**src/rtl/mem_lsu_pkg.sv**
```systemverilog
// Shared defines for the MIPS pipeline: ALU op codes and LSU FSM states.
// Load/store op codes sit alongside the existing ALU op codes.
package mem_lsu_pkg;

  localparam int ALU_OP_BUS_W = 8;

  localparam logic [7:0] EXE_NOP_OP = 8'b0000_0000;
  localparam logic [7:0] EXE_AND_OP = 8'b0010_0100;
  localparam logic [7:0] EXE_OR_OP  = 8'b0010_0101;
  localparam logic [7:0] EXE_ADD_OP = 8'b0010_0000;

  localparam logic [7:0] EXE_LB_OP  = 8'b1110_0000;
  localparam logic [7:0] EXE_LH_OP  = 8'b1110_0001;
  localparam logic [7:0] EXE_LW_OP  = 8'b1110_0011;
  localparam logic [7:0] EXE_LBU_OP = 8'b1110_0100;
  localparam logic [7:0] EXE_LHU_OP = 8'b1110_0101;
  localparam logic [7:0] EXE_SB_OP  = 8'b1110_1000;
  localparam logic [7:0] EXE_SH_OP  = 8'b1110_1001;
  localparam logic [7:0] EXE_SW_OP  = 8'b1110_1011;

  typedef enum logic [1:0] {
    LSU_IDLE = 2'd0,
    LSU_REQ  = 2'd1,
    LSU_WAIT = 2'd2,
    LSU_DONE = 2'd3
  } lsu_state_e;

endpackage

```
**src/rtl/mem_lsu_lane_align.sv**
```systemverilog
// Byte-lane steering for loads and stores (purely combinational).
// MEM_ALIGN_CHECK_EN adds a misaligned-access flag output.
module lsu_lane_align
  import mem_lsu_pkg::*;
#(
  parameter int ALUOP_W = 8
) (
  input  logic [ALUOP_W-1:0] op,
  input  logic [1:0]         addr_lo,
  input  logic [31:0]        rs2,
  input  logic [31:0]        rdata,
  output logic               is_load,
  output logic               is_store,
`ifdef MEM_ALIGN_CHECK_EN
  output logic               misaligned,
`endif
  output logic [3:0]         be,
  output logic [31:0]        wdata,
  output logic [31:0]        ldata
);

  logic [7:0]  bsel;
  logic [15:0] hsel;

  // pick the addressed byte and half-word out of the read word
  always_comb begin
    unique case (addr_lo)
      2'd0:    bsel = rdata[7:0];
      2'd1:    bsel = rdata[15:8];
      2'd2:    bsel = rdata[23:16];
      default: bsel = rdata[31:24];
    endcase
    hsel = addr_lo[1] ? rdata[31:16] : rdata[15:0];
  end

  // decode the op and steer lanes by access size
  always_comb begin
    is_load  = 1'b0;
    is_store = 1'b0;
    be       = 4'b0000;
    wdata    = 32'h0;
    ldata    = 32'h0;
    unique case (1'b1)
      op == ALUOP_W'(EXE_LB_OP): begin
        is_load = 1'b1;
        be      = 4'b1111;
        ldata   = {{24{bsel[7]}}, bsel};
      end
      op == ALUOP_W'(EXE_LBU_OP): begin
        is_load = 1'b1;
        be      = 4'b1111;
        ldata   = {24'h0, bsel};
      end
      op == ALUOP_W'(EXE_LH_OP): begin
        is_load = 1'b1;
        be      = 4'b1111;
        ldata   = {{16{hsel[15]}}, hsel};
      end
      op == ALUOP_W'(EXE_LHU_OP): begin
        is_load = 1'b1;
        be      = 4'b1111;
        ldata   = {16'h0, hsel};
      end
      op == ALUOP_W'(EXE_LW_OP): begin
        is_load = 1'b1;
        be      = 4'b1111;
        ldata   = rdata;
      end
      op == ALUOP_W'(EXE_SB_OP): begin
        is_store = 1'b1;
        be       = 4'b0001 << addr_lo;
        wdata    = {4{rs2[7:0]}};
      end
      op == ALUOP_W'(EXE_SH_OP): begin
        is_store = 1'b1;
        be       = addr_lo[1] ? 4'b1100 : 4'b0011;
        wdata    = {2{rs2[15:0]}};
      end
      op == ALUOP_W'(EXE_SW_OP): begin
        is_store = 1'b1;
        be       = 4'b1111;
        wdata    = rs2;
      end
      default: ;
    endcase
  end

`ifdef MEM_ALIGN_CHECK_EN
  // half-word ops need addr[0]=0, word ops need addr[1:0]=0
  always_comb begin
    misaligned = 1'b0;
    unique case (1'b1)
      op == ALUOP_W'(EXE_LH_OP),
      op == ALUOP_W'(EXE_LHU_OP),
      op == ALUOP_W'(EXE_SH_OP):
        misaligned = addr_lo[0];
      op == ALUOP_W'(EXE_LW_OP),
      op == ALUOP_W'(EXE_SW_OP):
        misaligned = |addr_lo;
      default: ;
    endcase
  end
`endif

endmodule

```
**src/rtl/mem_lsu.sv**
```systemverilog
// MEM-stage load/store unit: bus handshake FSM, stall and writeback mux.
// MEM_ALIGN_CHECK_EN enables misalignment trapping and the addr_err_o port.
module mem_lsu
  import mem_lsu_pkg::*;
#(
  parameter int ALUOP_W = 8
) (
  input  logic               clk,
  input  logic               rst,
  input  logic [ALUOP_W-1:0] alu_op_i,
  input  logic [31:0]        mem_addr_i,
  input  logic [31:0]        reg2_data_i,
  input  logic [4:0]         reg_waddr_i,
  input  logic               reg_we_i,
  input  logic [31:0]        reg_wdata_i,
  output logic [4:0]         reg_waddr_o,
  output logic               reg_we_o,
  output logic [31:0]        reg_wdata_o,
  output logic               stall_from_mem,
  output logic               data_req,
  output logic               data_wr,
  output logic [3:0]         data_be,
  output logic [31:0]        data_addr,
  output logic [31:0]        data_wdata,
  input  logic               data_addr_ok,
  input  logic               data_data_ok,
  input  logic [31:0]        data_rdata
`ifdef MEM_ALIGN_CHECK_EN
  ,
  output logic [1:0]         addr_err_o
`endif
);

  lsu_state_e  state;
  logic [31:0] rdata_q;
  logic        is_load;
  logic        is_store;
  logic [3:0]  be;
  logic [31:0] wdata;
  logic [31:0] ldata;
  logic        mem_op;
`ifdef MEM_ALIGN_CHECK_EN
  logic        misaligned;
`endif

  lsu_lane_align #(
    .ALUOP_W (ALUOP_W)
  ) u_align (
    .op         (alu_op_i),
    .addr_lo    (mem_addr_i[1:0]),
    .rs2        (reg2_data_i),
    .rdata      (rdata_q),
    .is_load    (is_load),
    .is_store   (is_store),
`ifdef MEM_ALIGN_CHECK_EN
    .misaligned (misaligned),
`endif
    .be         (be),
    .wdata      (wdata),
    .ldata      (ldata)
  );

`ifdef MEM_ALIGN_CHECK_EN
  assign mem_op = (is_load | is_store) & ~misaligned;
`else
  assign mem_op = is_load | is_store;
`endif

  // handshake FSM; rdata is latched on the cycle data_ok completes a load
  always_ff @(posedge clk) begin
    if (rst) begin
      state   <= LSU_IDLE;
      rdata_q <= 32'h0;
    end else begin
      unique case (state)
        LSU_IDLE, LSU_REQ: begin
          if (mem_op) begin
            if (data_addr_ok && data_data_ok) begin
              state <= LSU_DONE;
              if (is_load) rdata_q <= data_rdata;
            end else if (data_addr_ok) begin
              state <= LSU_WAIT;
            end else begin
              state <= LSU_REQ;
            end
          end else begin
            state <= LSU_IDLE;
          end
        end
        LSU_WAIT: begin
          if (data_data_ok) begin
            state <= LSU_DONE;
            if (is_load) rdata_q <= data_rdata;
          end
        end
        LSU_DONE: state <= LSU_IDLE;
      endcase
    end
  end

  // bus drive, stall and writeback; load writes back only in DONE
  always_comb begin
    reg_waddr_o    = 5'd0;
    reg_we_o       = 1'b0;
    reg_wdata_o    = 32'h0;
    stall_from_mem = 1'b0;
    data_req       = 1'b0;
    data_wr        = 1'b0;
    data_be        = 4'b0000;
    data_addr      = 32'h0;
    data_wdata     = 32'h0;
    if (!rst) begin
      reg_waddr_o    = reg_waddr_i;
      stall_from_mem = mem_op && (state != LSU_DONE);
      data_req       = mem_op &&
                       (state == LSU_IDLE || state == LSU_REQ);
      if (mem_op) begin
        data_wr    = is_store;
        data_be    = be;
        data_addr  = {mem_addr_i[31:2], 2'b00};
        data_wdata = wdata;
      end
      if (is_load) begin
        reg_wdata_o = ldata;
        reg_we_o    = reg_we_i && mem_op && (state == LSU_DONE);
      end else if (is_store) begin
        reg_wdata_o = reg_wdata_i;
      end else begin
        reg_wdata_o = reg_wdata_i;
        reg_we_o    = reg_we_i;
      end
    end
  end

`ifdef MEM_ALIGN_CHECK_EN
  // misaligned access flags for the exception unit, single cycle
  always_comb begin
    addr_err_o = 2'b00;
    if (!rst) addr_err_o = {is_store & misaligned, is_load & misaligned};
  end
`endif

endmodule

```
**config.mk**
```make
export PLATFORM = sky130hd
export DESIGN_NAME = mem_lsu
export DESIGN_NICKNAME = d
export VERILOG_FILES = /design/src/rtl/mem_lsu_pkg.sv /design/src/rtl/mem_lsu_lane_align.sv /design/src/rtl/mem_lsu.sv
export SDC_FILE = /design/constraint.sdc
export NUM_CORES = 1
export LEC_CHECK = 0
export CORE_ASPECT_RATIO = 0.5
export CORE_MARGIN = 3
export CORE_UTILIZATION = 41
export DETAILED_ROUTE_END_ITERATION = 16
export PLACE_DENSITY = 0.88
export SKIP_LAST_GASP = 1
export SLEW_MARGIN = 0
export SYNTH_ARGS = -nofsm -noshare
export SYNTH_HDL_FRONTEND = slang
export SYNTH_HIERARCHICAL = 1
export SYNTH_SLANG_ARGS = --single-unit
```
**constraint.sdc**
```tcl
create_clock -name clk -period 5.8 [get_ports clk]
set_clock_uncertainty 0.15 [all_clocks]
set_input_delay 0.58 -clock clk [delete_from_list [all_inputs] [get_ports clk]]
set_output_delay 0.58 -clock clk [all_outputs]
set_load 0.01 [all_outputs]
```
Word-level counts from Yosys, hierarchy flattened
Index checks and enable logic that the tools add are counted.

Bits in registers: 34. Output and inout port bits: 109. Logic and storage cells: 69.

Eq/ne operators: 17. Shift operators: 1. Multiplexer cells: 34. Bitwise operators: 1. Reductions and logical operators: 14.

Operator list (count): two-way mux 32 bit (10); one-hot mux 32 bit (5 select lines) (1); one-hot mux 32 bit (3 select lines) (1); equality test 8 bit (second input constant) (8); one-hot mux 32 bit (2 select lines) (1); one-hot mux 8 bit (3 select lines) (1); two-way mux 16 bit (1); two-way mux 4 bit (3); one-hot mux 4 bit (3 select lines) (1); two-way mux 1 bit (9); two-way mux 2 bit (4); != test 2 bit (second input constant) (4); equality test 2 bit (second input constant) (3); one-hot mux 2 bit (3 select lines) (1); OR reduction 6 bit (1); logical AND 1 bit (5); two-way mux 5 bit (1); OR reduction 5 bit (1); equality test 2 x 1 -> 1 bit (second input constant) (2); zero test 2 bit (2); AND reduction 4 bit (1); << shifter 1 x 2 -> 4 bit (first input constant) (1); OR reduction 3 bit (1); nonzero test 2 bit (1); 3 further kinds (3).

Logic depth before layout (Yosys ltp)
Gate-level depths: netlist of run 1.

Depth in word-level cells: 8. Gate-level depth with buffers: 10.

Cells and area by module
Netlist of run 1, hierarchy kept.

By module, submodules not included: mem_lsu (instances 1, cells an instance 311, area an instance 2587.5 um2, sequential area each 680.7 um2); lsu_lane_align (instances 1, cells an instance 182, area an instance 1500.2 um2, sequential area each 0.0 um2).

Least setup slack after synthesis of run 1
Ideal clock, no wire load.

Path kind: input port to output port. Start: in alu_op_i[0]. End: out data_addr[10]. Arrival: 2.053 ns. Required time: 5.070 ns. Path slack: 3.017 ns. Stages on the path: 10. Path buffers: 4. Cell sequence: buf_2 -> inv_1 -> o21ai_0 -> and3_1 -> buf_2 -> nor2_2 -> nor2_2 -> buf_2 -> clkbuf_2 -> and2_1.

Word-level cells in the longest chain between the ends: 6. Elaborated cells between the ends (all ways): 15.

RTL lines: start: declaration (RTL line mem_lsu.sv:10) `input logic [ALUOP_W-1:0] alu_op_i,`; equality test 8 bit (on tied branches); OR reduction 5 bit (no line) (*); two-way mux 1 bit (*) (RTL line mem_lsu_lane_align.sv:43) `unique case (1'b1)`; named net is_load (RTL line mem_lsu.sv:36) `logic is_load;`; bitwise OR 1 bit (*) (RTL line mem_lsu.sv:66) `assign mem_op = is_load | is_store;`; two-way mux 32 bit (*) (RTL line mem_lsu.sv:117) `if (mem_op) begin`; two-way mux 32 bit (*) (RTL line mem_lsu.sv:112) `if (!rst) begin`; end: declaration (RTL line mem_lsu.sv:23) `output logic [31:0] data_addr,`.

Mark *: on every way through the listed nets, which the timed path passes. The rest lies on a longest branch.

Final worst setup path of run 1
Start: in alu_op_i[1]. End: out reg_wdata_o[16].

Elaborated cells between the ends (all ways): 10.

RTL lines: equality test 8 bit (on tied branches); one-hot mux 32 bit (5 select lines) (*) (RTL line mem_lsu_lane_align.sv:43); named net ldata[16] (RTL line mem_lsu.sv:40) `logic [31:0] ldata;`; two-way mux 32 bit (*) (RTL line mem_lsu.sv:123) `if (is_load) begin`; two-way mux 32 bit (*) (RTL line mem_lsu.sv:112); end: declaration (RTL line mem_lsu.sv:18) `output logic [31:0] reg_wdata_o,`.

Marks and branches as above.

==> metrics.yaml, run 1 <==
yosys:
  yosys-top-cells-count: "75 x and2_1, 74 x mux2i_1, 67 x nand2b_1"
  synth_area_leaders: "mux2i_1 18%, dfxtp_1 17%, and2_1 11%"
  syn_inst: 493
  ys_ff_latch: 34
  synth.distinct_cells: 53
  netlist.area_leader.share_pct: 18.1
  synth.avg_cell_area_sq_um: 8.29
  ys.flop_type: "dfxtp_1"
  synth_edf_count: 0
  synth_warnings: 6
  synth_most_common_cell: "and2_1"
  syn_area_sq_um: 4090
  synth_largest_area_cell: "mux2i_1"
  synth-seq-area-share_pct: 16.7
  async_flop_share_pct: 0
sta:
  clock.fmax_ghz: 0.212
  hold_viol: 0
  min_period_ps: 4730
  final.setup.tns_ps: 0
  setup_viol: 0
  relSlewSlack_pct: 28.1
  maxSlewViolCount: 0
  rsz0062_at_grt: "false"
  max_slew.worst_pin.slew_ps: 1070
  finalCritPeriodShare_pct: 81.5
die:
  row_count: 25
  core_area_sq_um: 9570
  boundaryPins: 255
  start_util_pct: 42.7
  die_h_um: 76.6
  die_x_um: 147
  dieArea_sq_um: 11300
clocking:
  cts.sinks: 34
  ctsHtreeMaxLevel: 2
  cts_tree: "yes"
  cts_made_buffers: 5
  clk_latency_ps: 270
  cts_root_buf: "clkbuf_16"
  post_cts_buffers: 0
  cts.repair.resized: 0
  clock_path_buffers: 2
  clk_pin_slew_worst_paths_ps: 50
  cts_hold_buf: 0
routing:
  vias: 4435
  vias_per_cell: 5.23
  drc_errors: 0
  routedWlPerCell_um: 17.8
  drt_pre_antenna_iters: 4
  routed_wl_um: 15100
  drtAntennaViolNets: 0
  drt_iter0_drc: 335
worst_setup_path:
  worstPathArrival_ps: 4000
  cp_max_fo: 16
  crit_type: "in -> out"
  end_kind: "output port"
  startpoint_type: "input port"
  required_ps: 5070
placed_design:
  post-dp-hpwl_um: 11900
  routabilityCongestion: 0.892
  numPortBuffers: 252
hold_path:
  min-delay-path-class: "reg -> reg"
grt:
  grt_pass1_wl_um: 23700
  grt_max_degree: 103
  grtUsageTotal_pct: 25.5
  antenna_found_initial: 0
  grt_overflow: 0
  grt_pass1_vias: 4300
run:
  max_cap_violations: 0
finish:
  drive_gt1_share_pct: 7.29
  syn2layout_area_growth_pct: 64.7
  diodes: 0
  fin_nets: 858
pwr:
  ir_worst_vdd_v: 0.000113
  power_mw: 0.806
  p_sw_share_pct: 22.5
  seqPwrFrac_pct: 29.2
  p_per_area_nw_per_um2: 120
  leakage_nw: 2.26
  combPwrFrac_pct: 27.5
  p_sw_mw: 0.182
  clkPwrFrac_pct: 43.3
  p_int_mw: 0.624
status:
  status: "finished clean"
## metal layers
| layer | up-vias | share of wire (%) | GRT usage (%) |
|---|---|---|---|
| met4 | 0 | 2.7 | 7.90 |
| met2 | 178 | 50 | 44.9 |
| met1 | 2069 | 42 | 32.6 |
| li1 | 2160 | - | - |
| met3 | 28 | 5.9 | 3.27 |
| met5 | - | 0 | 0 |
## sequential cells by signal, indices dropped and copies added, names as in the netlist
| register | cells |
|---|---|
| state | 2 |
| rdata_q | 32 |
## power by group through the flow
stage | combinational, mW | sequential (mW) | clock [mW]
2_1_floorplan | 0.0805 | 0.240 | 0
3_3_place_gp | 0.218 | 0.241 | 0
3_5_place_dp | 0.221 | 0.241 | 0
4_1_cts | 0.222 | 0.235 | 0.351
5_1_grt | 0.237 | 0.236 | 0.367
6_report | 0.222 | 0.236 | 0.349
## layout make-up
cell class	count	area, sq um
clock buffers	5	125
clock inverters	3	68.8
fillers	756	2840
inverters	27	101
multi-input cells	388	3040
flip-flops and latches	34	681
well taps	135	169
repair buffers	256	2550
## logic make-up (layout without fill, tap and decap cells)
family | Yosys count | after routing | synth area share (%)
and+or+nand+nor | 219 | 219 | 32.9
muxes | 91 | 91 | 25.0
AOI/OAI and AO/OA | 76 | 76 | 16.2
buffers and inverters | 72 | 291 | 9.18
DFF | 34 | 34 | 16.7
other | 1 | 2 | 0.0917
## metrics by stage
stage / setup WS (ps) / std cells / util, % / cell area [sq um] / hold slack [ps]
2_1_floorplan: 3020 / 494 / - / 4090 / 309
3_3_place_gp: 1170 / 840 / 68.3 / 6540 / 335
3_5_place_dp: 1160 / 840 / 68.3 / 6540 / 342
4_1_cts: 1120 / 848 / 70.4 / 6730 / 361
5_1_grt: 837 / 848 / 70.4 / 6730 / 389
6_report: 1070 / 848 / 70.4 / 6730 / 361
## worst paths after layout
check	slack, ps	startpoint	end	depth (start not counted)
setup / recovery	1070	alu_op_i[1]	reg_wdata_o[16]	7
hold / removal	360	rdata_q[3]$_SDFFE_PP0P_	rdata_q[3]$_SDFFE_PP0P_	2
setup reg to reg	4130	state[1]$_SDFFE_PP0P_	rdata_q[14]$_SDFFE_PP0P_	4
hold reg to reg	360	rdata_q[3]$_SDFFE_PP0P_	rdata_q[3]$_SDFFE_PP0P_	2
## placed cells by master (no fill, tap or decap), types with 5 or more instances in the layout
cell and instances:
clkdlybuf4s50_1 251, nand2b_1 67, o22ai_1 14, clkbuf_16 5, dfxtp_1 34, nor2_1 37
inv_1 26, o22ai_2 10, a32o_1 8, a22oi_1 7, a22o_1 8, a221o_1 8
and2_1 75, mux2i_1 74, mux2_2 9, mux4_2 8, nor2b_1 8, o2bb2ai_1 8
nand3_1 5
## critical path, stage by stage
cell and delay (ps):
clkdlybuf4s50_1 720, nor2b_1 640, nand4_1 850, o22ai_1 430, mux2i_1 130, nor2_1 100
clkdlybuf4s50_1 550
Note: power is estimated with default switching activity, not from simulation.
==> run 2: changes to the inputs <==
- CORE_UTILIZATION: 41 -> 38
- PLACE_DENSITY: 0.88 -> 0.83
- clock period: 5.8 -> 4.55 ns (I/O delays scaled with it)
==> metrics.yaml, run 2 (same netlist as run 1, synthesis figures left out) <==
status:
  status: "finished clean"  # unchanged
clocking:
  cts_root_buf: "clkbuf_16"  # unchanged
  cts.repair.resized: 0  # unchanged
  post_cts_buffers: 0  # unchanged
  clk_latency_ps: 270  # about the same
  clock_path_buffers: 2  # unchanged
  clk_pin_slew_worst_paths_ps: 60  # was 50 ps
  cts_made_buffers: 5  # unchanged
  cts_tree: "yes"  # unchanged
  ctsHtreeMaxLevel: 2  # unchanged
  cts_hold_buf: 0  # unchanged
  cts.sinks: 34  # unchanged
sta:
  max_slew.worst_pin.slew_ps: 903  # was 1070 ps
  clock.fmax_ghz: 0.263
  maxSlewViolCount: 0  # unchanged
  setup_viol: 0  # unchanged
  hold_viol: 0  # unchanged
  min_period_ps: 3800
  finalCritPeriodShare_pct: 83.5
  rsz0062_at_grt: "false"  # unchanged
  relSlewSlack_pct: 39.4  # was 28.1%
  final.setup.tns_ps: 0  # unchanged
run:
  max_cap_violations: 0  # unchanged
hold_path:
  whs_endpoint: "rdata_q[23]$_SDFFE_PP0P_"  # was rdata_q[3]$_SDFFE_PP0P_
  min-delay-path-class: "reg -> reg"  # unchanged
  hold_depth: 2  # unchanged
  holdCritStartpoint: "rdata_q[23]$_SDFFE_PP0P_"  # was rdata_q[3]$_SDFFE_PP0P_
worst_setup_path:
  cp_num_buf_inv: 3  # was 2
  cpMostUsedCell: "clkdlybuf4s50_1"  # unchanged
  worstRegToRegCells: 4  # unchanged
  end_kind: "output port"  # unchanged
  path_depth: 8  # was 7
  r2r_start: "state[1]$_SDFFE_PP0P_"  # unchanged
  worstPathArrival_ps: 3200  # was 4000 ps
  required_ps: 3940  # was 5070 ps
  cp_max_fo: 16  # unchanged
  r2r_slack_ps: 2840  # was 4130 ps
  worstPathCellList: "clkdlybuf4s50_1, nor2b_1, nand4_1, buf_4, o22ai_1, mux2i_1, nor2_1, clkdlybuf4s50_1"  # was clkdlybuf4s50_1, nor2b_1, nand4_1, o22ai_1, mux2i_1, nor2_1, clkdlybuf4s50_1
  crit_path_top_delay_cell: "clkdlybuf4s50_1"  # was nand4_1
  max_stage_delay_ps: 730  # was 850 ps
  startpoint_type: "input port"  # unchanged
  crit_family: "buffers and inverters"  # was simple AND/OR/NAND/NOR gates
  rr_endpoint: "rdata_q[5]$_SDFFE_PP0P_"  # was rdata_q[14]$_SDFFE_PP0P_
  crit_type: "in -> out"  # unchanged
placed_design:
  post-dp-hpwl_um: 12100  # was 11900 um
  routabilityCongestion: 0.921  # was 0.892
  place_area_sq_um: 6600  # was 6540 sq um
  numPortBuffers: 252  # unchanged
finish:
  drive_gt1_share_pct: 8.07  # was 7.29%
  diodes: 0  # unchanged
  layout_common_cells: "251 x clkdlybuf4s50_1, 75 x and2_1, 74 x mux2i_1"  # unchanged
  final_cell_area_sq_um: 6770  # was 6730 sq um
  largest_register: "rdata_q"  # unchanged
  fin_nets: 865  # was 858
  final_common_cell: "clkdlybuf4s50_1"  # unchanged
  syn2layout_area_growth_pct: 65.6  # was 64.7%
  largest_reg_flops: 32  # unchanged
  reg_top3: "rdata_q (32), state (2)"  # unchanged
  fillers: 873  # was 756
routing:
  routed_wl_um: 15300  # was 15100 um
  drtAntennaViolNets: 0  # unchanged
  vias_per_cell: 5.32  # was 5.23
  drt_iter0_drc: 261  # was 335
  drc_errors: 0  # unchanged
  vias: 4567  # was 4435
  routedWlPerCell_um: 17.8  # about the same
  drt_pre_antenna_iters: 5  # was 4
grt:
  grtUsageTotal_pct: 23.5  # was 25.5%
  grt_overflow: 0  # unchanged
  grt_pass1_vias: 4315  # was 4300
  grt_pass1_wl_um: 23600  # was 23700 um
  antenna_found_initial: 0  # unchanged
  grt_max_degree: 93  # was 103
die:
  die_h_um: 79.3  # was 76.6 um
  boundaryPins: 255  # unchanged
  core_area_sq_um: 10300  # was 9570 sq um
  start_util_pct: 39.5  # was 42.7%
  row_count: 26  # was 25
  die_x_um: 153  # was 147 um
  dieArea_sq_um: 12100  # was 11300 sq um
pwr:
  leakage_nw: 2.28  # was 2.26 nW
  ir_worst_vdd_v: 0.000115  # was 0.000113 V
  p_per_area_nw_per_um2: 144  # was 120 nW/um^2
## run 2: cell count changes in the layout (fill, tap and decap cells not counted)
cell | previous run | this run
clkbuf_8 | 0 | 1
buf_4 | 4 | 11
bufinv_16 | 2 | 1
clkinv_4 | 1 | 0
## run 2: final cells by class
type / count / area, sq um / area share [%]
clock inverter: 1 / 30.0 / 0.444
multi-input combinational: 388 / 3040 / 44.9
tap: 140 / 175 / 2.59
clock buffer: 6 / 139 / 2.05
sequential: 34 / 681 / 10.1
timing repair buffer: 263 / 2600 / 38.4
inverter: 27 / 101 / 1.50
## run 2: power breakdown
group,total [mW],switching (mW),internal [mW]
Sequential,0.300,0.00137,0.299
Clock,0.392,0.122,0.270
Combinational,0.285,0.102,0.183
Total,0.977,0.225,0.752
## run 2: worst max-delay path by stage
stage / start / endpoint / slack (ps)
3_3_place_gp: alu_op_i[1] / reg_wdata_o[27] / 820
4_1_cts: alu_op_i[6] / reg_wdata_o[27] / 780
5_1_grt: alu_op_i[3] / data_wdata[7] / 580
3_5_place_dp: alu_op_i[6] / reg_wdata_o[27] / 790
2_1_floorplan: alu_op_i[0] / data_addr[10] / 2020
6_report: alu_op_i[1] / reg_wdata_o[18] / 750
## run 2: through the flow
step                      total power [mW]  hold WS, ps  utilization [%]  cells  setup slack [ps]
final                                0.977          358             65.4    859               750
after global routing                  1.02          382             65.4    859               579
after CTS                            0.982          360             65.4    859               781
after floorplan                      0.409          309                -    494              2020
after global placement               0.587          336             63.8    852               822
after detailed placement             0.591          349             63.8    852               785
## run 2: layer usage
metal / track usage (%) / part of all wire [%] / routed length, um / vias to the layer above
li1: - / - / - / 2180
met1: 30.5 / 41 / 6290 / 2164
met2: 42.8 / 51 / 7720 / 200
met3: 2.12 / 6.2 / 954 / 23
met4: 5.60 / 2.0 / 305 / 0
met5: 0 / 0 / 0 / -
## run 2: worst min-delay path, cell delays in order, from the launching register on
cell and delay (ps):
dfxtp_1 330, nand2b_1 70, mux2i_1 50
==> run 3: changes to the inputs <==
- CORE_UTILIZATION: 38 -> 34
- PLACE_DENSITY: 0.83 -> 0.78
- clock period: 4.55 -> 3.2 ns (I/O delays scaled with it)
==> metrics.yaml, run 3 (same netlist as run 1, synthesis figures left out) <==
clocking:
  clock_path_buffers: 2  # unchanged
  ctsHtreeMaxLevel: 2  # unchanged
  cts_root_buf: "clkbuf_16"  # unchanged
  cts_made_buffers: 5  # unchanged
  cts.sinks: 34  # unchanged
  clk_pin_slew_worst_paths_ps: 50  # was 60 ps
  cts_tree: "yes"  # unchanged
  cts_hold_buf: 0  # unchanged
  clk_latency_ps: 280  # was 270 ps
die:
  row_count: 27  # was 26
  dieArea_sq_um: 13500  # was 12100 sq um
  boundaryPins: 255  # unchanged
  die_x_um: 161  # was 153 um
  die_h_um: 83.5  # was 79.3 um
  start_util_pct: 36.0  # was 39.5%
  core_area_sq_um: 11400  # was 10300 sq um
pwr:
  p_per_area_nw_per_um2: 210  # was 144 nW/um^2
  ir_worst_vdd_v: 0.000184  # was 0.000115 V
  leakage_nw: 2.44  # was 2.28 nW
finish:
  largest_register: "rdata_q"  # unchanged
  layout_common_cells: "247 x clkdlybuf4s50_1, 75 x and2_1, 74 x mux2i_1"  # was 251 x clkdlybuf4s50_1, 75 x and2_1, 74 x mux2i_1
  largest_reg_flops: 32  # unchanged
  drive_gt1_share_pct: 11.0  # was 8.07%
  fillers: 985  # was 873
  multiInputGateArea_sq_um: 3070  # was 3040 sq um
  final_core_util_pct: 61.9  # was 65.4%
  reg_top3: "rdata_q (32), state (2)"  # unchanged
  fin_nets: 882  # was 865
  final_cell_area_sq_um: 7030  # was 6770 sq um
  diodes: 0  # unchanged
  seqCellArea_sq_um: 681  # unchanged
  final_common_cell: "clkdlybuf4s50_1"  # unchanged
  syn2layout_area_growth_pct: 71.9  # was 65.6%
placed_design:
  post-dp-hpwl_um: 12600  # was 12100 um
  routabilityCongestion: 0.887  # was 0.921
  place_area_sq_um: 6800  # was 6600 sq um
  numPortBuffers: 252  # unchanged
grt:
  grt_max_degree: 67  # was 93
  grt_overflow: 0  # unchanged
  antenna_found_initial: 0  # unchanged
  grtUsageTotal_pct: 22.2  # was 23.5%
  grt_pass1_vias: 4367  # was 4315
  grt_pass1_wl_um: 24500  # was 23600 um
routing:
  drt_pre_antenna_iters: 5  # unchanged
  vias: 4475  # was 4567
  drtAntennaViolNets: 0  # unchanged
  vias_per_cell: 4.99  # was 5.32
  drc_errors: 0  # unchanged
  drt_iter0_drc: 325  # was 261
  routed_wl_um: 15700  # was 15300 um
  routedWlPerCell_um: 17.5  # was 17.8 um
worst_setup_path:
  crit_type: "in -> out"  # unchanged
  rr_endpoint: "rdata_q[6]$_SDFFE_PP0P_"  # was rdata_q[5]$_SDFFE_PP0P_
  worstRegToRegCells: 4  # unchanged
  startpoint_type: "input port"  # unchanged
  r2r_start: "state[1]$_SDFFE_PP0P_"  # unchanged
  cp_max_fo: 14  # was 16
  required_ps: 2730  # was 3940 ps
  r2r_slack_ps: 1740  # was 2840 ps
  end_kind: "output port"  # unchanged
  worstPathArrival_ps: 2620  # was 3200 ps
  cp-endpoint: "reg_wdata_o[2]"  # was reg_wdata_o[18]
  startpoint: "mem_addr_i[1]"  # was alu_op_i[1]
sta:
  finalCritPeriodShare_pct: 96.6
  maxSlewViolCount: 0  # unchanged
  min_period_ps: 3090
  clock.fmax_ghz: 0.323
  final.setup.tns_ps: 0  # unchanged
  hold_slack_ps: 350  # was 358 ps
  rsz0062_at_grt: "true"  # was false
  setup_viol: 0  # unchanged
  hold_viol: 0  # unchanged
status:
  status: "finished clean"  # unchanged
hold_path:
  min-delay-path-class: "reg -> reg"  # unchanged
run:
  max_cap_violations: 0  # unchanged
[run 3: routing by layer]
layer	global-route usage, %	up-vias	wire, um
li1	-	2213	-
met1	28.6	2051	6540
met2	39.8	195	7860
met3	2.73	16	1050
met4	5.00	0	206
met5	0	-	0
[run 3: critical path: stages]
cell and delay (ps):
clkdlybuf4s50_1 510, buf_4 180, buf_4 240, mux2_2 360
a22oi_1 160, o22ai_1 130, mux2i_1 160, nor2_1 60
clkdlybuf4s50_1 500
[run 3: layout make-up]
| type | count | share of cell area (%) |
|---|---|---|
| sequential | 34 | 9.68 |
| timing repair buffer | 280 | 39.7 |
| clock buffer | 5 | 1.78 |
| tap | 159 | 2.83 |
| multi-input combinational | 388 | 43.6 |
| clock inverter | 3 | 0.979 |
| inverter | 27 | 1.44 |
[run 3: report_power, final]
group | leakage, nW | total [mW] | switching (mW) | internal, mW
Sequential | 0.274 | 0.427 | 0.00199 | 0.425
Combinational | 2.07 | 0.419 | 0.148 | 0.271
Clock | 0.0940 | 0.629 | 0.182 | 0.447
Total | 2.44 | 1.48 | 0.332 | 1.14
[run 3: through the flow]
| stage | setup WS, ps | instances | total power, mW |
|---|---|---|---|
| after CTS | 34.9 | 896 | 1.48 |
| after global placement | 77.8 | 888 | 0.850 |
| after global routing | -28.0 | 896 | 1.53 |
| after detailed placement | 46.4 | 888 | 0.853 |
| final | 108 | 896 | 1.48 |
| after floorplan | 937 | 494 | 0.581 |
[run 3: how the worst min path moves through the flow]
| stage | start | end | slack (ps) | cells past startpoint |
|---|---|---|---|---|
| after floorplan | rdata_q[10]$_SDFFE_PP0P_ | rdata_q[10]$_SDFFE_PP0P_ | 310 | 2 |
| after global placement | rdata_q[0]$_SDFFE_PP0P_ | rdata_q[0]$_SDFFE_PP0P_ | 340 | 2 |
| after CTS | rst | rdata_q[31]$_SDFFE_PP0P_ | 350 | 3 |
| after global routing | rdata_q[2]$_SDFFE_PP0P_ | rdata_q[2]$_SDFFE_PP0P_ | 380 | 2 |
| final | rdata_q[3]$_SDFFE_PP0P_ | rdata_q[3]$_SDFFE_PP0P_ | 350 | 2 |
| after detailed placement | rdata_q[3]$_SDFFE_PP0P_ | rdata_q[3]$_SDFFE_PP0P_ | 340 | 2 |
[run 3: what timing repair did]
| action | CTS | global route |
|---|---|---|
| setup buffers | 0 | 0 |
| setup endpoints to repair | 0 | 67 |
| gates resized for setup | 0 | 11 |
